### src/rtl/cmos_pkg.sv
// Shared definitions for the CMOS capture front-end: FSM states, coordinate width
// and default sensor geometry.
package cmos_pkg;
    localparam int COORD_W   = 12;
    localparam int DEF_H_ACT = 640;
    localparam int DEF_V_ACT = 480;

    typedef enum logic [1:0] {
        ST_IDLE,
        ST_SKIP,
        ST_WAIT_SOF,
        ST_ACTIVE
    } cap_state_t;
endpackage

### src/rtl/cmos_byte_packer.sv
// Assembles BPP sensor bytes (first byte into the MSBs) into one pixel and flags
// line ends, reporting whether a partial pixel was pending when HREF dropped.
module cmos_byte_packer #(
    parameter int DATA_W = 8,
    parameter int BPP    = 2
) (
    input  logic                     clk,
    input  logic                     rst_n,
    input  logic                     href,
    input  logic [DATA_W-1:0]        data,
    output logic [DATA_W*BPP-1:0]    pix,
    output logic                     vld,
    output logic                     line_end,
    output logic                     partial
);
    localparam int PW = DATA_W * BPP;

    logic [1:0]    cnt;
    logic [PW-1:0] acc;
    logic [PW-1:0] acc_next;
    logic          href_d;

    assign acc_next = (acc << DATA_W) | PW'(data);

    // p0 -> p1: byte assembly and line-end detection
    always_ff @(posedge clk or negedge rst_n) begin
        if (!rst_n) begin
            cnt      <= '0;
            acc      <= '0;
            pix      <= '0;
            vld      <= 1'b0;
            line_end <= 1'b0;
            partial  <= 1'b0;
            href_d   <= 1'b0;
        end else begin
            href_d   <= href;
            vld      <= 1'b0;
            line_end <= href_d && !href;
            partial  <= href_d && !href && (cnt != 2'd0);
            if (href) begin
                acc <= acc_next;
                if (cnt == 2'(BPP - 1)) begin
                    cnt <= 2'd0;
                    pix <= acc_next;
                    vld <= 1'b1;
                end else begin
                    cnt <= cnt + 2'd1;
                end
            end else begin
                cnt <= 2'd0;
            end
        end
    end
endmodule

### src/rtl/cmos_capture_win.sv
// DVP sensor capture with frame skipping after configuration, runtime crop window,
// SOF/EOL/EOF markers and per-frame geometry error flags.
module cmos_capture_win
    import cmos_pkg::*;
#(
    parameter int DATA_W      = 8,
    parameter int BPP         = 2,
    parameter int H_ACT       = DEF_H_ACT,
    parameter int V_ACT       = DEF_V_ACT,
    parameter int SKIP_FRAMES = 10,
    parameter int VS_ACT_LOW  = 1
) (
    input  logic                   iCLK,
    input  logic                   iRST_N,
    input  logic                   Config_Done,
    input  logic                   CMOS_VSYNC,
    input  logic                   CMOS_HREF,
    input  logic [DATA_W-1:0]      CMOS_iDATA,
    input  logic [11:0]            iX_START,
    input  logic [11:0]            iX_END,
    input  logic [11:0]            iY_START,
    input  logic [11:0]            iY_END,
    output logic [DATA_W*BPP-1:0]  oPIX_DATA,
    output logic                   oPIX_VALID,
    output logic                   oSOF,
    output logic                   oEOL,
    output logic                   oEOF,
    output logic [15:0]            oFRAME_CNT,
    output logic                   oERR_LINE,
    output logic                   oERR_FRAME
);
    function automatic logic [COORD_W-1:0] sat_inc(input logic [COORD_W-1:0] v);
        return (&v) ? v : v + COORD_W'(1);
    endfunction

    logic                    vs_p0, href_p0;
    logic [DATA_W-1:0]       data_p0;
    logic [DATA_W*BPP-1:0]   pix_p1;
    logic                    vld_p1, line_end_p1, partial_p1;

    cap_state_t              state;
    logic [15:0]             skip_cnt;
    logic [COORD_W-1:0]      x, y, xs, xe, ys, ye;
    logic                    line_err, sof_pend, vs_act_d;
    logic                    vs_act, sof_edge, eof_edge, in_win;

    // pins -> p0: single input register
    always_ff @(posedge iCLK or negedge iRST_N) begin
        if (!iRST_N) begin
            vs_p0   <= (VS_ACT_LOW != 0);
            href_p0 <= 1'b0;
            data_p0 <= '0;
        end else begin
            vs_p0   <= CMOS_VSYNC;
            href_p0 <= CMOS_HREF;
            data_p0 <= CMOS_iDATA;
        end
    end

    cmos_byte_packer #(.DATA_W(DATA_W), .BPP(BPP)) u_packer (
        .clk      (iCLK),
        .rst_n    (iRST_N),
        .href     (href_p0),
        .data     (data_p0),
        .pix      (pix_p1),
        .vld      (vld_p1),
        .line_end (line_end_p1),
        .partial  (partial_p1)
    );

    assign vs_act   = (VS_ACT_LOW != 0) ? !vs_p0 : vs_p0;
    assign sof_edge = vs_act && !vs_act_d;
    assign eof_edge = !vs_act && vs_act_d;
    assign in_win   = (x >= xs) && (x <= xe) && (y >= ys) && (y <= ye);

    // p1 -> p2: control FSM, window compare and registered outputs
    always_ff @(posedge iCLK or negedge iRST_N) begin
        if (!iRST_N) begin
            state      <= ST_IDLE;
            skip_cnt   <= '0;
            x          <= '0;
            y          <= '0;
            xs         <= '0;
            xe         <= '0;
            ys         <= '0;
            ye         <= '0;
            line_err   <= 1'b0;
            sof_pend   <= 1'b0;
            vs_act_d   <= 1'b0;
            oPIX_DATA  <= '0;
            oPIX_VALID <= 1'b0;
            oSOF       <= 1'b0;
            oEOL       <= 1'b0;
            oEOF       <= 1'b0;
            oFRAME_CNT <= '0;
            oERR_LINE  <= 1'b0;
            oERR_FRAME <= 1'b0;
        end else begin
            vs_act_d   <= vs_act;
            oPIX_VALID <= 1'b0;
            oSOF       <= 1'b0;
            oEOL       <= 1'b0;
            oEOF       <= 1'b0;
            if (!Config_Done) begin
                state      <= ST_IDLE;
                skip_cnt   <= '0;
                oPIX_DATA  <= '0;
                oFRAME_CNT <= '0;
                oERR_LINE  <= 1'b0;
                oERR_FRAME <= 1'b0;
            end else begin
                case (state)
                    ST_IDLE: state <= (SKIP_FRAMES == 0) ? ST_WAIT_SOF : ST_SKIP;
                    ST_SKIP: begin
                        if (eof_edge) begin
                            skip_cnt <= skip_cnt + 16'd1;
                            if (skip_cnt == 16'(SKIP_FRAMES - 1))
                                state <= ST_WAIT_SOF;
                        end
                    end
                    ST_WAIT_SOF: begin
                        // window is frozen here so mid-frame edits only affect the next frame
                        if (sof_edge) begin
                            state    <= ST_ACTIVE;
                            xs       <= iX_START;
                            xe       <= iX_END;
                            ys       <= iY_START;
                            ye       <= iY_END;
                            x        <= '0;
                            y        <= '0;
                            line_err <= 1'b0;
                            sof_pend <= 1'b1;
                        end
                    end
                    ST_ACTIVE: begin
                        if (eof_edge) begin
                            state      <= ST_WAIT_SOF;
                            oEOF       <= 1'b1;
                            oFRAME_CNT <= oFRAME_CNT + 16'd1;
                            oERR_LINE  <= line_err;
                            oERR_FRAME <= (y != COORD_W'(V_ACT));
                        end else if (line_end_p1) begin
                            if ((x != COORD_W'(H_ACT)) || partial_p1)
                                line_err <= 1'b1;
                            y <= sat_inc(y);
                            x <= '0;
                        end else if (vld_p1) begin
                            if (in_win) begin
                                oPIX_DATA  <= pix_p1;
                                oPIX_VALID <= 1'b1;
                                oSOF       <= sof_pend;
                                oEOL       <= (x == xe);
                                sof_pend   <= 1'b0;
                            end
                            x <= sat_inc(x);
                        end
                    end
                endcase
            end
        end
    end
endmodule

### config.mk
export PLATFORM = sky130hd
export DESIGN_NAME = cmos_capture_win
export DESIGN_NICKNAME = d
export VERILOG_FILES = /design/src/rtl/cmos_pkg.sv /design/src/rtl/cmos_byte_packer.sv /design/src/rtl/cmos_capture_win.sv
export SDC_FILE = /design/constraint.sdc
export NUM_CORES = 1
export LEC_CHECK = 0
export ABC_AREA = 0
export CAP_MARGIN = 10
export CORE_MARGIN = 1
export CORE_UTILIZATION = 51
export DETAILED_ROUTE_END_ITERATION = 8
export PLACE_DENSITY_LB_ADDON = 0.2
export SYNTH_ARGS = -nofsm -noshare
export SYNTH_HDL_FRONTEND = slang
export SYNTH_SLANG_ARGS = --single-unit
### constraint.sdc
create_clock -name iCLK -period 2.45 [get_ports iCLK]
set_clock_uncertainty 0.1 [all_clocks]
set_input_delay 0.735 -clock iCLK [delete_from_list [all_inputs] [get_ports iCLK]]
set_output_delay 0.735 -clock iCLK [all_outputs]
set_load 0.02 [all_outputs]
# Word-level counts from Yosys, hierarchy flattened

Cells that the tools add are included.

$lt $le $gt $ge: 4
$add $sub $neg: 5
Mux-type cells: 70
Bitwise operators: 1
Eq/ne operators: 29
Reduce and logical (&&, ||, !) cells: 26

Operators with widths:

| kind                                                    | count |
|---|---|
| two-way mux 16 bit                                      | 12 |
| two-way mux 12 bit                                      | 8 |
| one-hot mux 12 bit (2 select lines)                     | 2 |
| two-way mux 1 bit                                       | 38 |
| adder 16 x 1 -> 16 bit, second input constant           | 2 |
| adder 12 x 1 -> 12 bit, second input constant           | 2 |
| greater-or-equal comparator 12 bit                      | 2 |
| less-or-equal comparator 12 bit                         | 2 |
| AND reduction 12 bit                                    | 2 |
| AND reduction 6 bit                                     | 3 |
| == test 16 x 4 -> 1 bit, second input constant          | 1 |
| inequality test 2 bit, second input constant            | 8 |
| bitwise OR 16 x 8 -> 16 bit                             | 1 |
| two-way mux 2 bit                                       | 7 |
| inequality test 2 x 1 -> 1 bit, second input constant   | 7 |
| == test 12 bit                                          | 1 |
| inequality test 12 x 10 -> 1 bit, second input constant | 1 |
| inequality test 12 x 9 -> 1 bit, second input constant  | 1 |
| inequality test 3 bit, second input constant            | 4 |
| one-hot mux 2 bit (4 select lines)                      | 1 |
| logical AND 1 bit                                       | 7 |
| AND reduction 7 bit                                     | 1 |
| AND reduction 2 bit                                     | 3 |
| AND reduction 5 bit                                     | 1 |
| 12 further kinds                                        | 18 |

Output and inout bits: 38
Input bits: 61
Word-level logic and storage cells: 164
Bits in registers: 171

# Depth between registers and ports, before layout

Gate-level depths: netlist (run 1).

Word-level depth: 10
Gate-level depth with buffers: 10
Gate-level depth less buffers: 9

# Cells and area by module

Synthesis (run 1) repeated with hierarchy kept, for this count alone.

Cell total of the unflattened synthesis: 806
Area total of the unflattened synthesis: 8260.4 um2

By module, submodules not included:

| module           | cells each | seq. area each (um2) | area each (um2) | instances |
|---|---|---|---|---|
| cmos_capture_win | 744        | 3529.6               | 7138.1          | 1 |
| cmos_byte_packer | 62         | 750.7                | 1122.3          | 1 |

# Least setup slack after synthesis (run 1)

Ideal clock, no wire load.

Path type: register to register
Start point: reg y[3]
End point: reg oPIX_DATA[0]
Stages on the path, launching flop included: 10
Path slack: -0.004 ns
Setup time: 0.079 ns
Required time: 2.271 ns
Path buffers: 1
Period minus slack after synthesis: 2.454 ns
Arrival: 2.275 ns
Path through: dfrtp_1 -> ha_1 -> nor2_1 -> or3_1 -> o221ai_1 -> a221oi_1 -> or3_4 -> nor2_8 -> buf_12 -> mux2i_1

Cells in the longest elaborated chain, start to end: 5
Elaborated cells on any way between the ends: 6
Those cells by class: order compare (2); eq/ne (1); reduce/logical (3)

RTL lines:

| element                                    | line                    | text |
|---|---|---|
| start, declared                            | cmos_capture_win.sv:43  | `logic [COORD_W-1:0] x, y, xs, xe, ys, ye;` |
| start signal, assigned                     | cmos_capture_win.sv:145 | `y <= sat_inc(y);` |
| greater-or-equal comparator 12 bit         | cmos_capture_win.sv:74  | `assign in_win = (x >= xs) && (x <= xe) && (y >= ys) && (y <= ye);` |
| logical AND 1 bit                          | cmos_capture_win.sv:74  |  |
| logical AND 1 bit *                        | cmos_capture_win.sv:74  |  |
| inequality test 2 x 1 -> 1 bit (no line) * | --                      |  |
| AND reduction 5 bit (no line) *            | --                      |  |
| end signal, assigned                       | cmos_capture_win.sv:149 | `oPIX_DATA <= pix_p1;` |
| end, declared                              | cmos_capture_win.sv:23  | `output logic [DATA_W*BPP-1:0] oPIX_DATA,` |

Every way passes the cells marked *; elsewhere a longest branch is shown, timed or not.
A chain may end at the register's enable or synchronous reset.

# Final worst setup path (run 1)

Start point: reg y[5]
End point: reg oPIX_DATA[0]

The elaborated chain is that of the path after synthesis.

==> flow_metrics.tcl, run 1 <==
set metrics [dict create \
    status "finished, violations left" \
    violations "negative setup slack" \
    synth_async_sr_flop_share 1.00 \
    drt_first_pass_iters 4 \
    syn_area_per_cell_um2 9.99 \
    multi_input_area_um2 3610 \
    fmax_mhz 390 \
    yosysUniqueCellTypes 56 \
    r2r_slack_ns -0.11 \
    coreArea_um2 15400 \
    vias 6220 \
    yosys_warnings 0 \
    port_buffers 98 \
    ant_nets 0 \
    gp_congestion 0.891 \
    grt_max_degree 68 \
    hold_path_class "primary input to asynchronous set/reset pin" \
    layout.nets 1085 \
    nFillCells 1263 \
    cts_max_level 4 \
    max_slew_margin 0.543 \
    endpoint_kind "flip-flop" \
    drtIter0Drc 370 \
    wl_met1_um 8870 \
    totalWireLength_um 18300 \
    combPwrFrac 0.072 \
    internal_power_w 0.00462 \
    path_cells "ha_1 > nand2_1 > or3_4 > o221ai_2 > a221oi_2 > or3_4 > nor2_8 > buf_12 > mux2i_2" \
    drc 0 \
    p_total_w 0.00616 \
    crit_fanout 8 \
    dieArea_um2 16500 \
    via_per_inst 5.21 \
    seq_area_um2 4280 \
    route.met3.wl_um 744 \
    worst_ep_required_time_ns 2.69 \
    setup_viol 20 \
    clk_latency_ns 0.42 \
    clock-sinks 171 \
    top_layer_used "met4" \
    hold_violations 0 \
    root_buffer "clkbuf_16" \
    yosysSeqAreaShare 0.523 \
    start_util 0.530 \
    r2r-start "y[5]" \
    wl_met2_um 8460 \
    insertedDiodeCount 0 \
    peakVddDrop_uv 473 \
    pin_count 99 \
    netlist_instances 819 \
    rsz0062_at_grt "true" \
    dieHeight_um 129 \
    tightestPinTransition_ns 0.680 \
    critPathSlowestCell "dfrtp_1" \
    die_w_um 129 \
    r2r_end "oPIX_DATA[0]" \
    cts_hold_buf 0 \
    std_cell_rows 45 \
    synth_top_cell_area_share 0.520 \
    grt_pass1_vias 6225 \
    dp_hpwl_um 12700 \
    antenna_found_initial 0 \
    cp-start-kind "flip-flop" \
    cts_buffers 17 \
    synth_area_um2 8180 \
    clockBufferDepth 2 \
    setup_slack_ns -0.114 \
    ff2ff_path_depth 9 \
    grt_overflow 0 \
    synth_flop_cell "dfrtp_1" \
    synth_edf_count 0 \
    slew_violations 0 \
    holdWs_ns 0.101 \
    grtUsageTotal 0.237 \
    crit_top_cell "or3_4" \
    finalCriticalPeriod_ns 2.56 \
    fin_crit_sh 1.05 \
    clockPowerShare 0.440 \
    swShare 0.251 \
    synth.area.top_cells "dfrtp_1 (52%), ha_1 (8.4%), nand2_1 (6.9%)" \
    max_stage_delay_ns 0.39 \
    p_seq_frac 0.488 \
    drive_gt1_frac 0.132 \
    wl_per_cell_um 15.3 \
    powerDensity_nw_per_um2 586 \
    crit_arrival_ns 2.80 \
    cts.clk_slew.worst_paths_ns 0.07 \
    synth.largest_area_cell "dfrtp_1" \
    synth-seq-cells 171 \
    cap_violations 0 \
    grt_first_pass_wirelength_um 30400 \
    critical_path_class "flip-flop to flip-flop" \
    p_switching_w 0.00154 \
    syn_nets 935 \
    cts_tree "built" \
    area_growth_pct 28.7 \
    leakage_nw 5.04 \
]
==> cells in the mapped netlist, types with 2 or more instances <==
cell,count
mux2_2,12
mux2i_1,18
buf_1,3
o21ba_2,2
nor4_1,7
o31ai_1,2
clkbuf_1,19
a211o_1,2
o21a_1,4
xor2_1,33
nor2_1,67
a21o_1,6
ha_1,55
a2111oi_0,3
nor2b_1,4
and4_1,2
buf_2,4
a31oi_1,2
dfrtp_1,170
and2_1,4
xnor2_1,14
inv_1,60
o22ai_1,2
or3_1,5
a21oi_1,17
nor3_1,5
nand2_1,150
a211oi_1,2
nand3_1,24
nor4b_1,5
nand2b_1,3
nor3_2,2
and3_1,12
nand4_1,24
o21ai_0,54
==> layer usage <==
metal | track usage | up-vias
li1 | - | 3061
met4 | 0.0775 | 0
met5 | 0 | -
met3 | 0.0432 | 17
met2 | 0.372 | 136
met1 | 0.335 | 3006
==> kinds of logic (layout without fill, tap and decap cells) <==
group / count (synthesis) / after routing / share of synthesized area
mux: 30 / 30 / 0.0386
fa+ha+maj: 55 / 55 / 0.0841
compound gates: 103 / 103 / 0.0756
flops: 171 / 171 / 0.523
buf+inv: 89 / 252 / 0.0439
simple gates: 324 / 324 / 0.184
xor+xnor: 47 / 47 / 0.0503
==> power groups by stage <==
stage / sequential (W) / clock (W) / combinational [W]
floorplan: 0.00304 / 0 / 0.000194
global route: 0.00302 / 0.00289 / 0.000501
global placement: 0.00305 / 0 / 0.000417
finish: 0.00301 / 0.00271 / 0.000444
CTS: 0.00301 / 0.00276 / 0.000445
detailed placement: 0.00306 / 0 / 0.000430
==> worst max path at each step <==
| stage | slack [ns] | startpoint | endpoint | cells past startpoint |
|---|---|---|---|---|
| 6_report | -0.11 | y[5] | oPIX_DATA[0] | 9 |
| 4_1_cts | -0.08 | y[5] | oPIX_DATA[0] | 9 |
| 2_1_floorplan | 0.009 | y[3] | oPIX_DATA[0] | 9 |
| 5_1_grt | -0.18 | ys[7] | oPIX_DATA[4] | 10 |
| 3_3_place_gp | -0.17 | Config_Done | y[7] | 7 |
| 3_5_place_dp | -0.24 | y[5] | oPIX_DATA[7] | 8 |
==> area by class of cell <==
type                       count  area share
inverter                      61      0.0218
clock inverter                15      0.0166
multi-input combinational    559       0.344
tap                          211      0.0251
sequential                   171       0.407
clock buffer                  17      0.0404
timing repair buffer         159       0.146
==> placed cells by master (no fill, tap or decap), types with 5 or more instances in the layout <==
master           synthesis  layout
inv_1                   60      60
xor2_1                  33      33
buf_4                    1      54
and3_1                  12      12
nand3_1                 24      24
nor2_1                  67      67
buf_12                   1       6
nand4_1                 24      24
clkdlybuf4s50_1          0      97
ha_1                    55      55
xnor2_1                 14      14
dfrtp_1                170     170
inv_6                    0       6
nand2_1                150     150
o21ai_0                 54      54
a21o_1                   6       5
nor4_1                   7       7
nor4b_1                  5       5
clkbuf_16                0      18
mux2i_1                 18      16
mux2_2                  12      12
a21oi_1                 17      17
==> metrics by stage <==
step	TNS (ns)	std cells	setup WS, ns	utilization	cell area [µm²]
after detailed placement	-6.33	1156	-0.241	0.634	9780
after CTS	-0.872	1191	-0.0848	0.678	10500
after global placement	-4.65	1156	-0.167	0.634	9780
final	-1.46	1193	-0.114	0.682	10500
after global routing	-2.89	1193	-0.176	0.682	10500
after floorplan	0	819	0.00940	-	8180
==> what timing repair did <==
action / 4_1_cts / 5_1_grt
endpoints found under the setup margin: 19 / 20
pin swaps: 5 / 2
resized for setup: 6 / 9
buffers inserted: 3 / 1
gates cloned: 0 / 1
==> worst max-delay path, delay by kind of cell (launching register included) <==
kind,cells,cell delay (ns)
AND/OR/NAND/NOR,4,0.95
adder cells (fa/ha/maj),1,0.30
AO/OA/AOI/OAI,2,0.34
flip-flops,1,0.39
multiplexers,1,0.21
buffers and inverters,1,0.16
==> registers in the layout, summed over array words and instances (netlist names), 12 cells and up <==
name,cells
ye,12
oPIX_DATA,16
skip_cnt,16
x,12
ys,12
oFRAME_CNT,16
xe,12
xs,12
u_packer.pix,16
y,12
No activity file was read; power rests on OpenSTA's default activity.
==> inputs of run 2 (changes only) <==
--- a/config.mk
+++ b/config.mk
@@ -8,5 +8,5 @@
 export ABC_AREA = 0
 export CAP_MARGIN = 10
-export CORE_MARGIN = 1
+export CORE_MARGIN = 8
 export CORE_UTILIZATION = 51
 export DETAILED_ROUTE_END_ITERATION = 8
--- a/constraint.sdc
+++ b/constraint.sdc
@@ -3,3 +3,3 @@
 set_input_delay 0.735 -clock iCLK [delete_from_list [all_inputs] [get_ports iCLK]]
 set_output_delay 0.735 -clock iCLK [all_outputs]
-set_load 0.02 [all_outputs]
+set_load 0.005 [all_outputs]
==> flow_metrics.tcl, run 2 (synthesis gave the netlist of run 1 again) <==
set metrics [dict create \
    wl_per_cell_um 15.9 \
    finalCriticalPeriod_ns 2.54 \
    critPathSlowestCell "dfrtp_1" \
    status "finished, violations left" \
    nFillCells 1246 \
    pin_count 99 \
    r2r_slack_ns -0.09 \
    fin_area_um2 10700 \
    leakage_nw 5.07 \
    vias 6176 \
    cts_hold_buf 0 \
    fmax_mhz 394 \
    crit_arrival_ns 2.79 \
    drc 0 \
    drt_first_pass_iters 5 \
    ant_nets 0 \
    fin_util 0.680 \
    path_cells "ha_4 > nand2_4 > or3_4 > o221ai_4 > a221oi_2 > or3_4 > nor2_8 > buf_12 > mux2i_4" \
    dp_hpwl_um 13100 \
    cp-start-kind "flip-flop" \
    max_stage_delay_ns 0.41 \
    powerDensity_nw_per_um2 606 \
    mostFrequentLayoutCells "dfrtp_1 (170), nand2_1 (148), clkdlybuf4s50_1 (97)" \
    insertedDiodeCount 0 \
    max_slew_margin 0.539 \
    gp_congestion 0.851 \
    fin_crit_sh 1.03 \
    crit_top_cell "or3_4" \
    peakVddDrop_uv 528 \
    cts_buffers 17 \
    rsz0062_at_grt "true" \
    port_buffers 98 \
    placed_area_um2 9790 \
    root_buffer "clkbuf_16" \
    crit_fanout 5 \
    drtIter0Drc 348 \
    cts.clk_slew.worst_paths_ns 0.07 \
    clock-sinks 171 \
    combPwrFrac 0.070 \
    final_common_cell "dfrtp_1" \
    cap_violations 0 \
    area_growth_pct 31.2 \
    slew_violations 0 \
    grt_first_pass_wirelength_um 31100 \
    fin_cells 1200 \
    worst_ep_required_time_ns 2.70 \
    p_seq_frac 0.462 \
    internal_power_w 0.00510 \
    via_per_inst 5.15 \
    cts_max_level 4 \
    dpl.cell_count 1163 \
    use_met3 0.0424 \
    ff2ff_path_depth 9 \
    clockBufferDepth 2 \
    grt_pass1_vias 6225 \
    cts_tree "built" \
    use_met1 0.262 \
    grt_util_met2 0.304 \
    antenna_found_initial 0 \
    top_usage_layer "met2" \
    tightestPinTransition_ns 0.685 \
    hold_violations 0 \
    drive_gt1_frac 0.143 \
    coreArea_um2 15800 \
    violations "negative setup slack" \
    p_switching_w 0.00140 \
    crit_family "simple AND/OR/NAND/NOR gates" \
    r2r_end "oPIX_DATA[5]" \
    grt_overflow 0 \
    setup_slack_ns -0.0857 \
    cp_num_buf_inv 1 \
    endpoint_kind "flip-flop" \
    setup_viol 16 \
    dieArea_um2 20300 \
    p_total_w 0.00650 \
    r2r-start "y[7]" \
    swShare 0.216 \
    start_util 0.519 \
    clk_latency_ns 0.43 \
    grtUsageTotal 0.193 \
    totalWireLength_um 19100 \
    std_cell_rows 46 \
    layout.nets 1087 \
    hold_path_class "primary input to asynchronous set/reset pin" \
    clockPowerShare 0.468 \
    grt_max_degree 47 \
    dieHeight_um 143 \
    critical_path_class "flip-flop to flip-flop" \
    die_w_um 143 \
]
-- run 2: how the worst max path moves through the flow --
stage                     start       endpoint  slack [ns]  cells past startpoint
after floorplan            y[3]   oPIX_DATA[0]       0.009                      9
after detailed placement   y[5]   oPIX_DATA[2]       -0.20                      8
after global placement     y[5]  oPIX_DATA[14]       -0.14                      8
after CTS                  y[5]   oPIX_DATA[2]       -0.06                      9
final                      y[7]   oPIX_DATA[5]       -0.09                      9
after global routing       y[4]  oPIX_DATA[14]       -0.17                      9
-- run 2: area by class of cell --
class                   count  area, µm²  area share
multi-input cells         559       3730       0.348
clock inverters            12        219      0.0204
clock buffers              20        447      0.0416
inverters                  61        229      0.0213
flip-flops and latches    171       4280       0.399
repair buffers            161       1550       0.144
well taps                 216        270      0.0252
-- run 2: timing repair --
| item | CTS | global route |
|---|---|---|
| setup buffers | 3 | 1 |
| cloned | 0 | 1 |
| endpoints found under the setup margin | 19 | 20 |
| resized for setup | 11 | 20 |
| pin swaps | 5 | 6 |
-- run 2: power groups by stage --
stage               Combinational [W]  Clock, W  Sequential, W
floorplan                    0.000194         0        0.00304
global placement             0.000422         0        0.00305
detailed placement           0.000434         0        0.00306
CTS                          0.000450   0.00308        0.00300
global route                 0.000516   0.00320        0.00302
finish                       0.000456   0.00304        0.00301
-- run 2: stage by stage --
| stage | hold WS [ns] | TNS [ns] | setup slack, ns |
|---|---|---|---|
| 6_report | 0.109 | -0.914 | -0.0857 |
| 5_1_grt | 0.139 | -2.65 | -0.167 |
| 4_1_cts | 0.121 | -0.411 | -0.0567 |
| 3_5_place_dp | 0.352 | -5.03 | -0.203 |
| 3_3_place_gp | 0.344 | -3.25 | -0.138 |
| 2_1_floorplan | 0.272 | 0 | 0.00940 |
-- run 2: per-layer routing --
layer / wire length (µm) / part of all wire / vias to the layer above
met5: 0 / 0 / -
met4: 227 / 0.012 / 0
met3: 958 / 0.050 / 17
met2: 8930 / 0.47 / 147
met1: 8960 / 0.47 / 2946
li1: - / - / 3066
==> inputs of run 3 (changes only) <==
- GPL_TIMING_DRIVEN: default -> 0
- SYNTH_HIERARCHICAL: default -> 1
==> flow_metrics.tcl, run 3 <==
set metrics [dict create \
    status "finished, violations left" \
    violations "negative setup slack" \
    crit_fanout 7 \
    cp-start-kind "flip-flop" \
    cap_violations 0 \
    endpoint_kind "flip-flop" \
    vias 6407 \
    peakVddDrop_uv 556 \
    final_common_cell "dfrtp_1" \
    critPathSlowestCell "dfrtp_2" \
    syn_nets 922 \
    ff2ff_path_depth 7 \
    std_cell_rows 46 \
    synth.area.top_cells "dfrtp_1 (51%), ha_1 (8.3%), o21ai_0 (4.3%)" \
    totalWireLength_um 19500 \
    crit_start "x[8]" \
    grtUsageTotal 0.192 \
    r2r_end "sof_pend" \
    finalCriticalPeriod_ns 2.45 \
    yosysUniqueCellTypes 55 \
    critical_path_class "flip-flop to flip-flop" \
    cts.clk_slew.worst_paths_ns 0.07 \
    drc 0 \
    port_buffers 98 \
    fin_area_um2 10700 \
    cts_buffers 17 \
    synth.largest_area_cell "dfrtp_1" \
    dpl.cell_count 1121 \
    worst_ep_required_time_ns 2.67 \
    pin_count 99 \
    synth_commonest_cells "dfrtp_1 (170), nand2_1 (88), o21ai_0 (71), nor2_1 (60), inv_1 (56)" \
    grt_first_pass_wirelength_um 31200 \
    grt_pass1_vias 6360 \
    cts_tree "built" \
    dieArea_um2 20500 \
    mostFrequentLayoutCells "dfrtp_1 (150), clkdlybuf4s50_1 (96), nand2_1 (86)" \
    antenna_found_initial 0 \
    tightestPinTransition_ns 0.600 \
    grt_overflow 0 \
    fmax_mhz 408 \
    placed_area_um2 9540 \
    wl_per_cell_um 16.4 \
    clk_latency_ns 0.43 \
    fin_util 0.673 \
    yosys_warnings 6 \
    rsz0062_at_grt "true" \
    setup_viol 1 \
    drt_first_pass_iters 5 \
    hold_violations 0 \
    seq_area_um2 4310 \
    die_w_um 143 \
    clockBufferDepth 2 \
    crit_family "simple AND/OR/NAND/NOR gates" \
    via_per_inst 5.40 \
    ant_nets 0 \
    synth-seq-cells 171 \
    cts_max_level 4 \
    syn_area_per_cell_um2 10.2 \
    synth_area_um2 8260 \
    r2r-start "x[8]" \
    clock-sinks 171 \
    slew_violations 0 \
    dp_hpwl_um 13100 \
    yosysMostFrequentCell "dfrtp_1" \
    max_slew_margin 0.600 \
    hold_path_class "primary input to asynchronous set/reset pin" \
    pre_cts_slack_ns -0.830 \
    nFillCells 1245 \
    dieHeight_um 143 \
    drive_gt1_frac 0.192 \
    r2r_slack_ns -0.002 \
    yosysSeqAreaShare 0.518 \
    insertedDiodeCount 0 \
    setup_slack_ns -0.00227 \
    netlist_instances 806 \
    fin_crit_sh 1.00 \
    gp_congestion 0.794 \
    fin_cells 1187 \
    synth_async_sr_flop_share 1.00 \
    layout.nets 1074 \
    crit_arrival_ns 2.67 \
    start_util 0.520 \
    cp_num_buf_inv 0 \
    multi_input_area_um2 3920 \
    synth_top_cell_area_share 0.515 \
    leakage_nw 4.93 \
    max_stage_delay_ns 0.44 \
    path_cells "ha_4 > nand4_1 > nor4_4 > a21o_2 > nand4_4 > or4_1 > a21o_1" \
    coreArea_um2 15900 \
    root_buffer "clkbuf_16" \
    drtIter0Drc 489 \
    grt_max_degree 98 \
    powerDensity_nw_per_um2 567 \
    synth_edf_count 0 \
    area_growth_pct 29.5 \
    synth_flop_cell "dfrtp_1" \
]
run 3: per-layer routing:
layer	vias up	routed length, µm	GRT usage
met3	50	850	0.0464
li1	3088	-	-
met4	0	594	0.0825
met2	162	9700	0.311
met1	3107	8350	0.240
met5	-	0	0
run 3: where the power goes:
part	switching, W	total [W]	internal (W)
Clock	0.00126	0.00262	0.00136
Combinational	0.000190	0.000419	0.000229
Sequential	0.0000763	0.00303	0.00295
Total	0.00153	0.00606	0.00453
run 3: stage by stage:
| step | total power, W | hold WS, ns | TNS [ns] |
|---|---|---|---|
| floorplan | 0.00325 | 0.325 | 0 |
| global placement | 0.00346 | 0.338 | -1146.80 |
| detailed placement | 0.00347 | 0.337 | -45.68 |
| CTS | 0.00609 | 0.183 | -0.0963 |
| global route | 0.00628 | 0.203 | -0.300 |
| finish | 0.00606 | 0.159 | -0.00227 |
run 3: how the worst max path moves through the flow:
stage                 endpoint  slack, ns  cells past startpoint
finish                sof_pend     -0.002                      7
global route          sof_pend      -0.08                      7
CTS                   sof_pend      -0.08                      7
detailed placement      ys[10]      -0.83                      7
global placement    data_p0[7]      -6.46                      1
floorplan             sof_pend       0.04                      8
run 3: cells by family (layout without fill, tap and decap cells):
| logic type | Yosys count | in the layout | share of synthesized area |
|---|---|---|---|
| compound gates | 141 | 141 | 0.0979 |
| buf+inv | 85 | 250 | 0.0412 |
| simple gates | 279 | 279 | 0.167 |
| fa+ha+maj | 55 | 55 | 0.0833 |
| mux | 28 | 28 | 0.0423 |
| flops | 171 | 171 | 0.518 |
| xor+xnor | 47 | 47 | 0.0498 |
run 3: final cells by class:
| type | count | area share |
|---|---|---|
| inverters | 57 | 0.0200 |
| clock inverters | 15 | 0.0140 |
| flip-flops and latches | 171 | 0.403 |
| multi-input cells | 550 | 0.366 |
| plain buffers | 27 | 0.0124 |
| repair buffers | 134 | 0.120 |
| well taps | 216 | 0.0253 |
| clock buffers | 17 | 0.0398 |
run 3: repair_timing:
action,in CTS,in global routing
cloned,0,0
buffers inserted,18,19
hold buffers,0,0
resized for setup,35,45
endpoints found under the setup margin,75,68
pin swaps,6,20
